**src/rtl/fib_term_buffer.sv**
```systemverilog
// fib_term_buffer: downstream stage of the Fibonacci generator.
// Owns the generator's active-low reset, captures a programmed number of
// terms into a FIFO and streams each term with its 0-based index.
// Optional feature macro: FIB_WRAP_DETECT_EN enables unsigned wrap-around
// detection (a captured term smaller than its predecessor ends the run and
// raises the sticky overflow flag). Without it, overflow_o is tied low.
//
// Stream handshake: a term transfers on every rising clk edge where
// m_valid_o && m_ready_i. While m_valid_o is high and m_ready_i is low, the
// term, its index and its last flag are held unchanged; m_valid_o never
// drops without a transfer except on reset.
module fib_term_buffer #(
  parameter int DATA_WIDTH = 32,
  parameter int DEPTH      = 8,
  parameter int IDX_WIDTH  = 8
) (
  input  logic                  clk_i,
  input  logic                  reset_i,
  input  logic                  start_i,
  input  logic [IDX_WIDTH-1:0]  num_terms_i,
  input  logic [DATA_WIDTH-1:0] term_in_i,
  output logic                  gen_resetn_o,
  output logic                  m_valid_o,
  input  logic                  m_ready_i,
  output logic [DATA_WIDTH-1:0] m_data_o,
  output logic [IDX_WIDTH-1:0]  m_index_o,
  output logic                  m_last_o,
  output logic                  busy_o,
  output logic                  overflow_o,
  output logic                  overrun_o,
  output logic [1:0]            dbg_state_o
);

  localparam int AW = $clog2(DEPTH);
  localparam int CW = AW + 1;

  typedef enum logic [1:0] {
    S_IDLE    = 2'd0,
    S_CAPTURE = 2'd1,
    S_DRAIN   = 2'd2
  } state_t;

  state_t                 state_q, state_d;
  logic [IDX_WIDTH-1:0]   num_q, num_d;
  logic [IDX_WIDTH-1:0]   idx_q, idx_d;
  logic                   overrun_q, overrun_d;

  // FIFO storage: one entry is {term, index, last}
  logic [DATA_WIDTH-1:0]  mem_data_q [DEPTH];
  logic [IDX_WIDTH-1:0]   mem_idx_q  [DEPTH];
  logic                   mem_last_q [DEPTH];
  logic [AW-1:0]          wr_ptr_q, rd_ptr_q;
  logic [CW-1:0]          count_q, count_d;

  logic                   push;
  logic                   pop;
  logic                   wr_last;
  logic                   space_ok;
  logic                   is_last;
  logic                   wrap;

  assign pop      = (count_q != '0) && m_ready_i;
  // A full FIFO still accepts a write when the head leaves in the same cycle.
  assign space_ok = (count_q < CW'(DEPTH)) || pop;
  assign is_last  = (idx_q == (num_q - IDX_WIDTH'(1)));

`ifdef FIB_WRAP_DETECT_EN
  logic [DATA_WIDTH-1:0]  prev_q, prev_d;
  logic                   overflow_q, overflow_d;

  // A Fibonacci term below its predecessor means the adder wrapped.
  assign wrap       = (idx_q != '0) && (term_in_i < prev_q);
  assign overflow_o = overflow_q;

  // Previous captured term and sticky overflow flag
  always_ff @(posedge clk_i) begin
    if (reset_i) begin
      prev_q     <= '0;
      overflow_q <= 1'b0;
    end else begin
      prev_q     <= prev_d;
      overflow_q <= overflow_d;
    end
  end

  // Track the last accepted term; clear overflow on a new run, set on wrap
  always_comb begin
    prev_d     = prev_q;
    overflow_d = overflow_q;
    if (state_q == S_IDLE && start_i && num_terms_i != '0) begin
      overflow_d = 1'b0;
    end
    if (push) begin
      prev_d = term_in_i;
    end
    if (state_q == S_CAPTURE && space_ok && wrap) begin
      overflow_d = 1'b1;
    end
  end
`else
  assign wrap       = 1'b0;
  assign overflow_o = 1'b0;
`endif

  // Run-control state register
  always_ff @(posedge clk_i) begin
    if (reset_i) begin
      state_q   <= S_IDLE;
      num_q     <= '0;
      idx_q     <= '0;
      overrun_q <= 1'b0;
    end else begin
      state_q   <= state_d;
      num_q     <= num_d;
      idx_q     <= idx_d;
      overrun_q <= overrun_d;
    end
  end

  // Next-state logic: start a run, capture one term per cycle, drain
  always_comb begin
    state_d   = state_q;
    num_d     = num_q;
    idx_d     = idx_q;
    overrun_d = overrun_q;
    push      = 1'b0;
    wr_last   = 1'b0;
    case (state_q)
      S_IDLE: begin
        if (start_i && num_terms_i != '0) begin
          num_d     = num_terms_i;
          idx_d     = '0;
          overrun_d = 1'b0;
          state_d   = S_CAPTURE;
        end
      end
      S_CAPTURE: begin
        if (space_ok) begin
          push  = 1'b1;
          idx_d = idx_q + IDX_WIDTH'(1);
          if (wrap || is_last) begin
            wr_last = 1'b1;
            state_d = S_DRAIN;
          end
        end else begin
          // Term lost: abort, deliver what is buffered, no final marker.
          overrun_d = 1'b1;
          state_d   = S_DRAIN;
        end
      end
      S_DRAIN: begin
        if (count_q == '0 || (count_q == CW'(1) && pop)) begin
          state_d = S_IDLE;
        end
      end
      default: begin
        state_d = S_IDLE;
      end
    endcase
  end

  // FIFO occupancy next value
  always_comb begin
    count_d = count_q;
    case ({push, pop})
      2'b10:   count_d = count_q + CW'(1);
      2'b01:   count_d = count_q - CW'(1);
      default: count_d = count_q;
    endcase
  end

  // FIFO pointers and occupancy; reset flushes the buffer
  always_ff @(posedge clk_i) begin
    if (reset_i) begin
      wr_ptr_q <= '0;
      rd_ptr_q <= '0;
      count_q  <= '0;
    end else begin
      if (push) begin
        wr_ptr_q <= wr_ptr_q + AW'(1);
      end
      if (pop) begin
        rd_ptr_q <= rd_ptr_q + AW'(1);
      end
      count_q <= count_d;
    end
  end

  // FIFO storage write; contents are don't-care until counted valid
  always_ff @(posedge clk_i) begin
    if (push) begin
      mem_data_q[wr_ptr_q] <= term_in_i;
      mem_idx_q[wr_ptr_q]  <= idx_q;
      mem_last_q[wr_ptr_q] <= wr_last;
    end
  end

  // Stream outputs come straight from the registered head entry
  always_comb begin
    m_valid_o = (count_q != '0);
    m_data_o  = '0;
    m_index_o = '0;
    m_last_o  = 1'b0;
    if (m_valid_o) begin
      m_data_o  = mem_data_q[rd_ptr_q];
      m_index_o = mem_idx_q[rd_ptr_q];
      m_last_o  = mem_last_q[rd_ptr_q];
    end
  end

  // The generator runs only while terms are being captured; otherwise it
  // is held at its 1,1 seed so the next run starts from term 0.
  assign gen_resetn_o = (state_q == S_CAPTURE);
  assign busy_o       = (state_q != S_IDLE);
  assign overrun_o    = overrun_q;
  assign dbg_state_o  = state_q;

endmodule

```
**config.mk**
```make
export PLATFORM = sky130hd
export DESIGN_NAME = fib_term_buffer
export DESIGN_NICKNAME = d
export VERILOG_FILES = /design/src/rtl/fib_term_buffer.sv
export SDC_FILE = /design/constraint.sdc
export NUM_CORES = 1
export LEC_CHECK = 0
export CORE_AREA = 8 8 164 166
export CTS_CLUSTER_SIZE = 8
export DETAILED_ROUTE_END_ITERATION = 10
export DIE_AREA = 0 0 172 174
export PLACE_DENSITY_LB_ADDON = 0.08
export SLEW_MARGIN = 5
export SYNTH_ARGS = -nofsm -noshare
export SYNTH_HDL_FRONTEND = slang
export SYNTH_SLANG_ARGS = --single-unit
```
**constraint.sdc**
```tcl
create_clock -name clk_i -period 6.8 [get_ports clk_i]
set_input_delay 1.36 -clock clk_i [delete_from_list [all_inputs] [get_ports clk_i]]
set_output_delay 1.36 -clock clk_i [all_outputs]
set_load 0.05 [all_outputs]
```
; ---- Word level (Yosys, flattened, before mapping)
; Memories as Yosys holds them, arrays and structs flattened. A register that Yosys moved wholly into a read port is not among the register bits.
; Cells that the tools add are included.
[word_totals]
mem_count = 3
input_bits = 44
regBits = 29
word_cells = 72
ramBits = 328
[op_classes]
n_lt_le_gt_ge = 1
n_addsub = 6
mux = 28
eq_ne = 11
reduce_logical = 16
[memory_table]
columns = memory, words, width, rd, rd_ports_with_merged_regs, wr, line_no
row1 = mem_data_q, 8, 32, 1, 1, 1, 49  ; logic [DATA_WIDTH-1:0] mem_data_q [DEPTH];
row2 = mem_idx_q, 8, 8, 1, 1, 1, 50  ; logic [IDX_WIDTH-1:0] mem_idx_q [DEPTH];
row3 = mem_last_q, 8, 1, 1, 1, 1, 51  ; logic mem_last_q [DEPTH];
[op_table]
columns = operator, count
row1 = $mux W32, 1
row2 = $mux W8, 3
row3 = $mux W3, 6
row4 = $pmux W8 S2, 1
row5 = $mux W1, 10
row6 = $reduce_and A3 Y1, 3
row7 = $add A8 B1 Y8 const B, 1
row8 = $eq A8 B8 Y1, 1
row9 = $mux W2, 4
row10 = $pmux W4 S2, 1
row11 = $reduce_bool A8 Y1, 1
row12 = $sub A8 B1 Y8 const B, 1
row13 = $add A3 B1 Y3 const B, 2
row14 = $ne A2 B2 Y1 const B, 3
row15 = $pmux W2 S3, 1
row16 = $reduce_bool A2 Y1, 3
row17 = $add A4 B1 Y4 const B, 1
row18 = $eq A2 B1 Y1 const B, 2
row19 = $eq A2 B2 Y1 const B, 2
row20 = $eq A4 B1 Y1 const B, 1
row21 = $logic_not A4 Y1, 1
row22 = $lt A4 B4 Y1 const B, 1
row23 = $reduce_bool A4 Y1, 1
row24 = $sub A4 B1 Y4 const B, 1
row25 = 7 further kinds, 10

; ---- Logic depth before layout (Yosys ltp)
; Gate-level depths: netlist of the first run.
[logic_depth]
depth_word = 7
mapped_depth = 9
mapped_depth_nobuf = 9

; ---- Worst setup path after synthesis of the first run
; No wires, ideal clock.
[synth_timing]
path_kind = flip-flop to flip-flop
from = register state_q[0] (netlist: dbg_state_o[0])
to = memory mem_data_q[0][0] (enable)
t_arrival_ps = 6043
path_stages_with_launch = 6
synth_period_minus_slack_ps = 6585
slack_ps = 215
path_cell_list = dfxtp_1 -> nor2b_1 -> o21a_1 -> inv_1 -> clkbuf_1 -> nor4_1
[synth_between]
elab_chain_len = 4
[synth_lines]
columns = item, line_no
row1 = "start, declared", 43  ; state_t state_q, state_d;
row2 = "start signal, assigned", 113  ; state_q <= state_d;
row3 = $eq A2 B1 Y1, n/a
row4 = named net gen_resetn_o, 22  ; output logic gen_resetn_o,
row5 = $mux W1, 128  ; case (state_q)
row6 = $mux W1, 191  ; if (push) begin
row7 = $mux W1 (not written as such), 192  ; mem_data_q[wr_ptr_q] <= term_in_i;
row8 = "end, declared", 49
; The timed path passes the listed nets, and every way through them passes these cells.

==> impl_metrics.csv, run 1 <==
group,metric,value,unit
worst_setup_path,cp_data_required_time,5.44,ns
cells_and_area,drive_gt1_share,19.3,%
floorplanning,die_area,29900,µm²
clock_network,cts_tree,"done",
clock_network,post-cts-setup-buffers,0,
synthesis,yosysTopAreaCellShare,69.9,%
cells_and_area,area_delta_synth_final,19.6,%
worst_setup_path,critPathKind,"reg -> out",
grt,use_met3,3.20,%
status,status,"finished clean",
grt,antenna_found_initial,0,
power_and_ir_drop,pwr_density_cell,397,nW/µm²
power_and_ir_drop,leakage,0.00537,µW
grt,grt_pass1_wl,42.9,mm
synthesis,synth_edf_count,328,
cells_and_area,diodes,0,
sta,tightestPinTransition,1.07,ns
sta,finalCritPeriodShare,70.1,%
power_and_ir_drop,p_sw,2030,µW
routing,wl,27.7,mm
synthesis,synth_top_area_cell,"edfxtp_1",
placed_design,place_congestion,0.753,
synthesis,synth_nets,777,
placed_design,dp_hpwl,15.7,mm
sta,min_period,4.77,ns
clock_network,worstSkewPairLatency,0.53,ns
routing,drc,0,
worst_setup_path,r2r_end,"mem_data_q[5][12]$_DFFE_PP_",
sta,setup_slack,2.03,ns
routing,antenna_left,0,
power_and_ir_drop,sw_frac_of_total,30.3,%
synthesis,yosys_warnings,0,
synthesis,synth_cell_types,48,
worst_hold_path,min_path_cells,2,
synthesis,synthArstFlopShare,0,%
routing,vias,6937,
synthesis,synth.cell_area,14100,µm²
grt,grt_use_met2,32.2,%
sta,tns,0,ns
synthesis,synth_seq_area_share,74.4,%
synthesis,yosys-top-cells-area,"edfxtp_1, mux4_2, dfxtp_1",
clock_network,holdBufCountCts,0,
floorplanning,start_util,57.5,%
worst_setup_path,crit_path_max_fanout,42,
placed_design,port_buffers,90,
power_and_ir_drop,internal_power,4670,µW
sta,rsz0062_at_grt,"false",
floorplanning,die_x,172,µm
floorplanning,coreArea,24500,µm²
clock_network,root_buffer,"clkbuf_16",
worst_setup_path,end_kind,"output port",
sta,setup_viol,0,
sta,hold_viol_final,0,
grt,grt_pass1_vias,7686,
grt,met1_usage,24.2,%
synthesis,syn_avg_cell_area,19.4,µm²
clock_network,cts-htree-levels,2,
power_and_ir_drop,combPwrFrac,27.1,%
worst_hold_path,hold_end,"overrun_o$_SDFFE_PP0P_",
synthesis,synth-main-ff-cell,"edfxtp_1",
clock_network,clk_pin_slew,0.05,ns
sta,max_freq,210,MHz
worst_hold_path,min_path_type,"reg -> reg",
routing,viasPerCell,5.80,
grt,grt_usage,18.8,%
power_and_ir_drop,irDropWorstVdd,0.329,mV
clock_network,cts_resized,0,
clock_network,cts_sinks,360,
worst_hold_path,worstHoldStart,"overrun_o$_SDFFE_PP0P_",
floorplanning,num_rows,58,
run,maxCapViolCount,0,
placed_design,place_ws,2.47,ns
worst_setup_path,reg2reg_from,"dbg_state_o[0]$_SDFFE_PP0P_",
power_and_ir_drop,sequentialPowerShare,39.9,%
cells_and_area,nets,897,
grt,gr-total-overflow,0,
worst_setup_path,rrSetupSlack,3.73,ns
cells_and_area,fillers,1606,
floorplanning,die_y,174,µm
sta,slew_violations,0,
synthesis,synth_cells,725,
routing,drt_iter0_drc,507,
floorplanning,io_pins,92,
power_and_ir_drop,p_clk_share,32.9,%
sta,finalClockSkew,0.0137,ns
worst_setup_path,cp.arrival,3.41,ns
routing,firstDrtPassIters,5,
grt,grt_max_degree,56,
worst_setup_path,critPathLaunchType,"flip-flop",
grt,busiest_layer,"met2",
routing,routedWlPerCell,23.2,µm
synthesis,synth_seq_cells,360,
clock_network,cts_buffers,50,
clock_network,clockBufferDepth,3,
sta,relSlewSlack,28.3,%
worst_setup_path,rr_worst_depth,5,
[power groups by stage]
stage	Clock (µW)	Sequential (µW)	Combinational (µW)
final	2210	2670	1820
after global routing	2320	2700	1930
after CTS	2240	2680	1840
after detailed placement	0	2720	1840
after global placement	0	2710	1810
after floorplan	0	2630	1350
[synthesized netlist by cell type (2+ instances only)]
cell type and count:
ha_1 8, mux4_2 82, clkbuf_1 21, inv_1 9
xnor2_1 9, nor3_1 7, nand2b_1 4, nand4b_1 2
nor4_1 3, xor2_1 13, buf_1 4, nand2_1 10
dfxtp_1 32, nand4_1 3, o21a_1 2, nand3_1 7
buf_2 11, nor2_1 79, and2_1 2, nor2b_1 2
a21oi_1 11, mux2i_1 49, o21bai_1 2, a211oi_1 2
edfxtp_1 328
[area by class of cell]
| cell class | count | area (µm²) | share of cell area [%] |
|---|---|---|---|
| Inverter | 9 | 33.8 | 0.200 |
| Clock buffer | 73 | 1400 | 8.31 |
| Timing Repair Buffer | 106 | 1050 | 6.20 |
| Multi-Input combinational cell | 318 | 3470 | 20.6 |
| Sequential cell | 360 | 10500 | 62.3 |
| Tap cell | 330 | 413 | 2.45 |
[state kept, by name, summed over array words and instances (netlist names), named ones only]
name / cells
mem_data_q: 256
mem_idx_q: 64
idx_q: 8
mem_last_q: 8
num_q: 8
count_q: 4
rd_ptr_q: 3
wr_ptr_q: 3
dbg_state_o: 2
overrun_o: 1
[worst max-delay path by stage]
stage                                            end  slack (ns)  depth (start not counted)
final                                   m_data_o[12]        2.03                          5
after global routing                    m_data_o[12]        1.79                          5
after CTS                               m_data_o[12]        1.91                          5
after detailed placement                m_data_o[12]        2.47                          5
after global placement                  m_index_o[1]        2.50                          5
after floorplan           mem_data_q[0][0]$_DFFE_PP_        0.22                          5
[cells in the final DEF, fill, tap and decap left out, types with 10 or more instances in the layout]
cell type,Yosys,routed
clkbuf_1,21,20
mux2i_1,49,49
mux4_2,82,82
edfxtp_1,328,328
clkbuf_16,0,53
nor2_1,79,76
dfxtp_1,32,29
a21oi_1,11,11
xor2_1,13,13
clkdlybuf4s50_1,0,90
nand2_1,10,10
buf_4,1,14
[layer usage]
layer	wire length (µm)	part of all wire (%)
met1	11600	42
met5	0	0
met4	517	1.9
met3	1370	5.0
met2	14200	51
[critical path: stages (launching register included)]
cell	delay (ns)
dfxtp_4	0.89
buf_12	0.42
mux4_2	0.56
mux2i_1	0.20
nor2_1	0.07
clkdlybuf4s50_1	0.72
[logic make-up after synthesis]
| group | Yosys count | share of synthesized area (%) |
|---|---|---|
| flip-flops | 360 | 74.4 |
| multiplexers | 131 | 16.6 |
| AO/OA/AOI/OAI | 28 | 1.37 |
| buffers and inverters | 47 | 1.38 |
| adder cells (fa/ha/maj) | 8 | 0.710 |
| AND/OR/NAND/NOR | 128 | 4.16 |
| other | 1 | 0.0266 |
| XOR/XNOR | 22 | 1.37 |
[per-stage QoR]
stage | area (µm²) | utilization, % | hold slack, ns | total power, µW | std cells
floorplan | 14100 | - | 0.480 | 3980 | 725
global placement | 15500 | 63.0 | 0.470 | 4520 | 1123
detailed placement | 15500 | 63.0 | 0.485 | 4560 | 1123
CTS | 16900 | 68.7 | 0.493 | 6760 | 1196
global route | 16900 | 68.7 | 0.527 | 6950 | 1196
finish | 16900 | 68.7 | 0.494 | 6700 | 1196
(Power assumes the default switching activity.)
==> run 2, diff against run 1 <==
clock period = 4.41 ns   (was 6.8 ns; I/O delays follow)
==> impl_metrics.csv, run 2 (synthesized netlist as in run 1, its figures left out) <==
group,metric,value,unit
grt,grt_pass1_wl,43.1,mm
clock_network,cts_buffers,50,
sta,whs,0.475,ns
floorplanning,die_area,29900,µm²
cells_and_area,drive_gt1_share,19.8,%
worst_setup_path,cp_data_required_time,3.53,ns
clock_network,holdBufCountCts,0,
run,maxCapViolCount,0,
grt,grt_pass1_vias,7710,
worst_setup_path,reg2reg_from,"dbg_state_o[0]$_SDFFE_PP0P_",
placed_design,place_congestion,0.726,
worst_setup_path,rrSetupSlack,1.56,ns
worst_hold_path,min_path_type,"reg -> reg",
grt,grt_usage,19.0,%
worst_setup_path,critPathKind,"reg -> out",
sta,min_period,4.01,ns
routing,firstDrtPassIters,4,
clock_network,worstSkewPairLatency,0.54,ns
routing,drt_iter0_drc,523,
cells_and_area,fillers,1621,
power_and_ir_drop,leakage,0.00538,µW
routing,antenna_left,0,
clock_network,root_buffer,"clkbuf_16",
worst_setup_path,rr_worst_depth,5,
worst_hold_path,min_path_cells,2,
power_and_ir_drop,power.total,10300,µW
status,status,"finished clean",
routing,viasPerCell,5.83,
worst_setup_path,cp.arrival,3.13,ns
routing,wl,27.7,mm
power_and_ir_drop,pwr_density_cell,607,nW/µm²
clock_network,cts-htree-levels,2,
floorplanning,coreArea,24500,µm²
floorplanning,die_x,172,µm
floorplanning,io_pins,92,
cells_and_area,area_delta_synth_final,20.0,%
clock_network,cts_resized,0,
clock_network,cts_sinks,360,
worst_hold_path,hold_end,"overrun_o$_SDFFE_PP0P_",
cells_and_area,multiInputGateArea,3480,µm²
sta,finalClockSkew,0.0165,ns
floorplanning,start_util,57.5,%
worst_setup_path,crit_path_max_fanout,25,
placed_design,dp_hpwl,15.8,mm
sta,max_freq,249,MHz
worst_setup_path,critPathLaunchType,"flip-flop",
sta,tightestPinTransition,1.09,ns
worst_setup_path,end_kind,"output port",
cells_and_area,largest_reg_flops,256,
floorplanning,die_y,174,µm
routing,drc,0,
cells_and_area,largestRegisters,"mem_data_q x256, mem_idx_q x64",
floorplanning,num_rows,58,
cells_and_area,layout_common_cells,"edfxtp_1, clkdlybuf4s50_1, mux4_2",
power_and_ir_drop,irDropWorstVdd,0.479,mV
clock_network,cts_tree,"done",
sta,slew_violations,0,
placed_design,port_buffers,90,
clock_network,clockBufferDepth,3,
worst_setup_path,r2r_end,"mem_data_q[1][4]$_DFFE_PP_",
grt,gr-total-overflow,0,
sta,finalCritPeriodShare,91.0,%
cells_and_area,mostFrequentLayoutCell,"edfxtp_1",
grt,grt_max_degree,44,
sta,relSlewSlack,27.5,%
cells_and_area,seq_area,10500,µm²
grt,antenna_found_initial,2,
sta,rsz0062_at_grt,"false",
sta,hold_viol_final,0,
worst_hold_path,worstHoldStart,"overrun_o$_SDFFE_PP0P_",
sta,setup_viol,0,
clock_network,clk_pin_slew,0.05,ns
clock_network,post-cts-setup-buffers,0,
routing,vias,6997,
routing,routedWlPerCell,23.1,µm
cells_and_area,top_register,"mem_data_q",
cells_and_area,nets,903,
[run 2: final cells by class]
class / instances / share of cell area [%]
Sequential cell: 360 / 62.1
Multi-Input combinational cell: 318 / 20.6
Clock buffer: 70 / 7.97
Timing Repair Buffer: 112 / 6.67
Tap cell: 330 / 2.44
Inverter: 9 / 0.200
Clock inverter: 1 / 0.0518
Antenna cell: 1 / 0.0148
[run 2: report_power, final]
part           switching, µW  leakage [µW]  internal (µW)  total [µW]
clock                   1250      0.000655           2070        3320
combinational           1700       0.00144           1160        2860
sequential               170       0.00329           3910        4080
[run 2: per-layer routing]
metal	track usage [%]	share of wire, %	wire, µm	up-vias
met5	0	0.047	13	-
met2	32.3	52	14500	177
met3	3.68	5.0	1370	60
li1	-	-	-	3133
met1	23.9	40	11100	3625
met4	6.79	2.6	716	2
[run 2: stage by stage]
stage                     setup TNS (ns)  setup slack [ns]  utilization (%)  cells  area [µm²]
after global routing                   0             0.197             69.0   1201       16900
after global placement                 0             0.910             63.4   1129       15600
after detailed placement               0             0.869             63.4   1129       15600
after floorplan                  -152.58             -1.09                -    725       14100
final                                  0             0.396             69.0   1201       16900
after CTS                              0             0.315             69.0   1200       16900
[run 2: worst max-delay path by stage]
| stage | start | end | slack (ns) | cells past startpoint |
|---|---|---|---|---|
| global placement | flip-flop | m_data_o[0] | 0.91 | 5 |
| floorplan | dbg_state_o[0]$_SDFFE_PP0P_ | mem_data_q[2][0]$_DFFE_PP_ | -1.09 | 5 |
| detailed placement | flip-flop | m_index_o[3] | 0.87 | 5 |
| CTS | flip-flop | m_data_o[5] | 0.32 | 5 |
| finish | flip-flop | m_index_o[3] | 0.40 | 5 |
| global route | flip-flop | m_index_o[3] | 0.20 | 5 |
[run 2: critical path, stage by stage, from the launching register on]
cell,delay [ns]
dfxtp_4,0.69
buf_4,0.38
mux4_2,0.55
mux2i_1,0.18
nor2_1,0.07
clkdlybuf4s50_1,0.74
==> run 3, diff against run 2 <==
CORE_AREA = 8 8 148 184   (was 8 8 164 166)
DIE_AREA = 0 0 156 192   (was 0 0 172 174)
==> impl_metrics.csv, run 3 (synthesized netlist as in run 1, its figures left out) <==
group,metric,value,unit
sta,max_freq,257,MHz
power_and_ir_drop,combPwrFrac,28.1,%
clock_network,root_buffer,"clkbuf_16",
routing,vias,7010,
grt,antenna_found_initial,1,
floorplanning,io_pins,92,
routing,routedWlPerCell,23.0,µm
worst_setup_path,rrSetupSlack,1.66,ns
worst_setup_path,cp_data_required_time,3.53,ns
worst_setup_path,max_stage_delay,0.73,ns
clock_network,cts_sinks,360,
clock_network,cts_buffers,50,
routing,met2_length,14.8,mm
routing,drc,0,
sta,min_period,3.90,ns
sta,finalClockSkew,0.0128,ns
grt,grt_pass1_wl,43.9,mm
routing,antenna_left,0,
floorplanning,coreArea,24300,µm²
worst_setup_path,crit_slowest_cell,"clkdlybuf4s50_1",
cells_and_area,largestRegisters,"mem_data_q x256, mem_idx_q x64",
status,status,"finished clean",
worst_setup_path,crit_family,"buffers and inverters",
floorplanning,die_x,156,µm
routing,drt_iter0_drc,482,
power_and_ir_drop,leakage,0.00541,µW
cells_and_area,area_delta_synth_final,20.4,%
worst_hold_path,min_path_type,"reg -> reg",
cells_and_area,mostFrequentLayoutCell,"edfxtp_1",
sta,slew_violations,0,
clock_network,cts_resized,0,
clock_network,post-cts-setup-buffers,0,
power_and_ir_drop,p_sw,3120,µW
worst_setup_path,cp.depth,5,
routing,wl_met1,10.7,mm
power_and_ir_drop,p_clk_share,32.8,%
grt,gr-total-overflow,0,
worst_setup_path,cp_cell_sequence,"buf_12 > mux4_2 > mux2i_1 > nor2_1 > clkdlybuf4s50_1",
grt,grt_pass1_vias,7783,
routing,viasPerCell,5.83,
cells_and_area,layout_common_cells,"edfxtp_1, clkdlybuf4s50_1, mux4_2",
worst_setup_path,cp.arrival,3.01,ns
placed_design,dp_hpwl,16.0,mm
worst_setup_path,reg2reg_from,"dbg_state_o[0]$_SDFFE_PP0P_",
worst_setup_path,end_kind,"output port",
cells_and_area,drive_gt1_share,19.8,%
power_and_ir_drop,sw_frac_of_total,30.2,%
worst_setup_path,endpoint,"m_index_o[1]",
cells_and_area,nets,903,
power_and_ir_drop,pwr_density_cell,609,nW/µm²
cells_and_area,largest_reg_flops,256,
placed_design,place_congestion,0.732,
sta,rsz0062_at_grt,"false",
routing,highest_layer,"met5",
sta,setup_viol,0,
clock_network,holdBufCountCts,0,
worst_setup_path,r2r_end,"mem_data_q[5][1]$_DFFE_PP_",
power_and_ir_drop,power.total,10300,µW
worst_setup_path,crit_path_max_fanout,34,
worst_setup_path,critPathKind,"reg -> out",
clock_network,cts-htree-levels,2,
worst_setup_path,critPathLaunchType,"flip-flop",
sta,whs,0.488,ns
routing,wl,27.7,mm
run,maxCapViolCount,0,
worst_setup_path,critPathBufInv,2,
clock_network,worstSkewPairLatency,0.53,ns
worst_setup_path,rr_worst_depth,5,
grt,grt_usage,19.3,%
power_and_ir_drop,sequentialPowerShare,39.2,%
floorplanning,die_area,30000,µm²
floorplanning,die_y,192,µm
cells_and_area,top_register,"mem_data_q",
routing,met3_length,1.62,mm
clock_network,cts_tree,"done",
power_and_ir_drop,irDropWorstVdd,0.488,mV
cells_and_area,diodes,0,
clock_network,clockBufferDepth,3,
sta,relSlewSlack,27.1,%
power_and_ir_drop,internal_power,7220,µW
sta,hold_viol_final,0,
floorplanning,start_util,58.1,%
routing,firstDrtPassIters,4,
sta,finalCritPeriodShare,88.3,%
grt,grt_max_degree,44,
clock_network,clk_pin_slew,0.05,ns
floorplanning,num_rows,64,
sta,tightestPinTransition,1.09,ns
placed_design,port_buffers,90,
==> run 3: area by class of cell <==
class | instances | area (µm²)
Inverter | 9 | 33.8
Sequential cell | 360 | 10500
Multi-Input combinational cell | 318 | 3480
Timing Repair Buffer | 112 | 1140
Clock buffer | 73 | 1400
Tap cell | 330 | 413
Fill cell | 1536 | 7290
==> run 3: power by group through the flow <==
stage	combinational (µW)	sequential [µW]	clock [µW]
6_report	2900	4050	3390
5_1_grt	3090	4070	3610
4_1_cts	2950	4050	3460
3_5_place_dp	2940	4110	0
3_3_place_gp	2900	4100	0
2_1_floorplan	2090	4050	0
==> run 3: worst min path at each step <==
| stage | slack [ns] | cells past startpoint | startpoint | to |
|---|---|---|---|---|
| 2_1_floorplan | 0.48 | 2 | num_q[7]$_SDFFE_PP0P_ | num_q[7]$_SDFFE_PP0P_ |
| 4_1_cts | 0.49 | 2 | overrun_o$_SDFFE_PP0P_ | overrun_o$_SDFFE_PP0P_ |
| 3_3_place_gp | 0.46 | 2 | overrun_o$_SDFFE_PP0P_ | overrun_o$_SDFFE_PP0P_ |
| 5_1_grt | 0.54 | 2 | overrun_o$_SDFFE_PP0P_ | overrun_o$_SDFFE_PP0P_ |
| 6_report | 0.49 | 2 | overrun_o$_SDFFE_PP0P_ | overrun_o$_SDFFE_PP0P_ |
| 3_5_place_dp | 0.48 | 2 | overrun_o$_SDFFE_PP0P_ | overrun_o$_SDFFE_PP0P_ |
==> run 3: routing by layer <==
| metal | vias up | global-route usage (%) |
|---|---|---|
| met3 | 49 | 3.40 |
| li1 | 3140 | - |
| met4 | 2 | 6.28 |
| met5 | - | 0 |
| met2 | 212 | 33.9 |
| met1 | 3607 | 24.0 |
==> run 3: stage by stage <==
stage / worst slack, ns / setup TNS (ns) / util, % / std cells / area [µm²]
2_1_floorplan: -1.09 / -152.58 / - / 725 / 14100
3_3_place_gp: 1.01 / 0 / 64.2 / 1129 / 15600
3_5_place_dp: 1.01 / 0 / 64.2 / 1129 / 15600
4_1_cts: 0.432 / 0 / 70.0 / 1202 / 17000
5_1_grt: 0.372 / 0 / 70.0 / 1202 / 17000
6_report: 0.514 / 0 / 70.0 / 1202 / 17000
==> run 3: worst reg2reg max path, cell delays in order (launching register included) <==
cell,delay (ns)
dfxtp_1,0.37
nor2b_1,0.37
o21a_1,0.47
nand2_1,0.33
nor2_4,0.61
buf_12,0.27
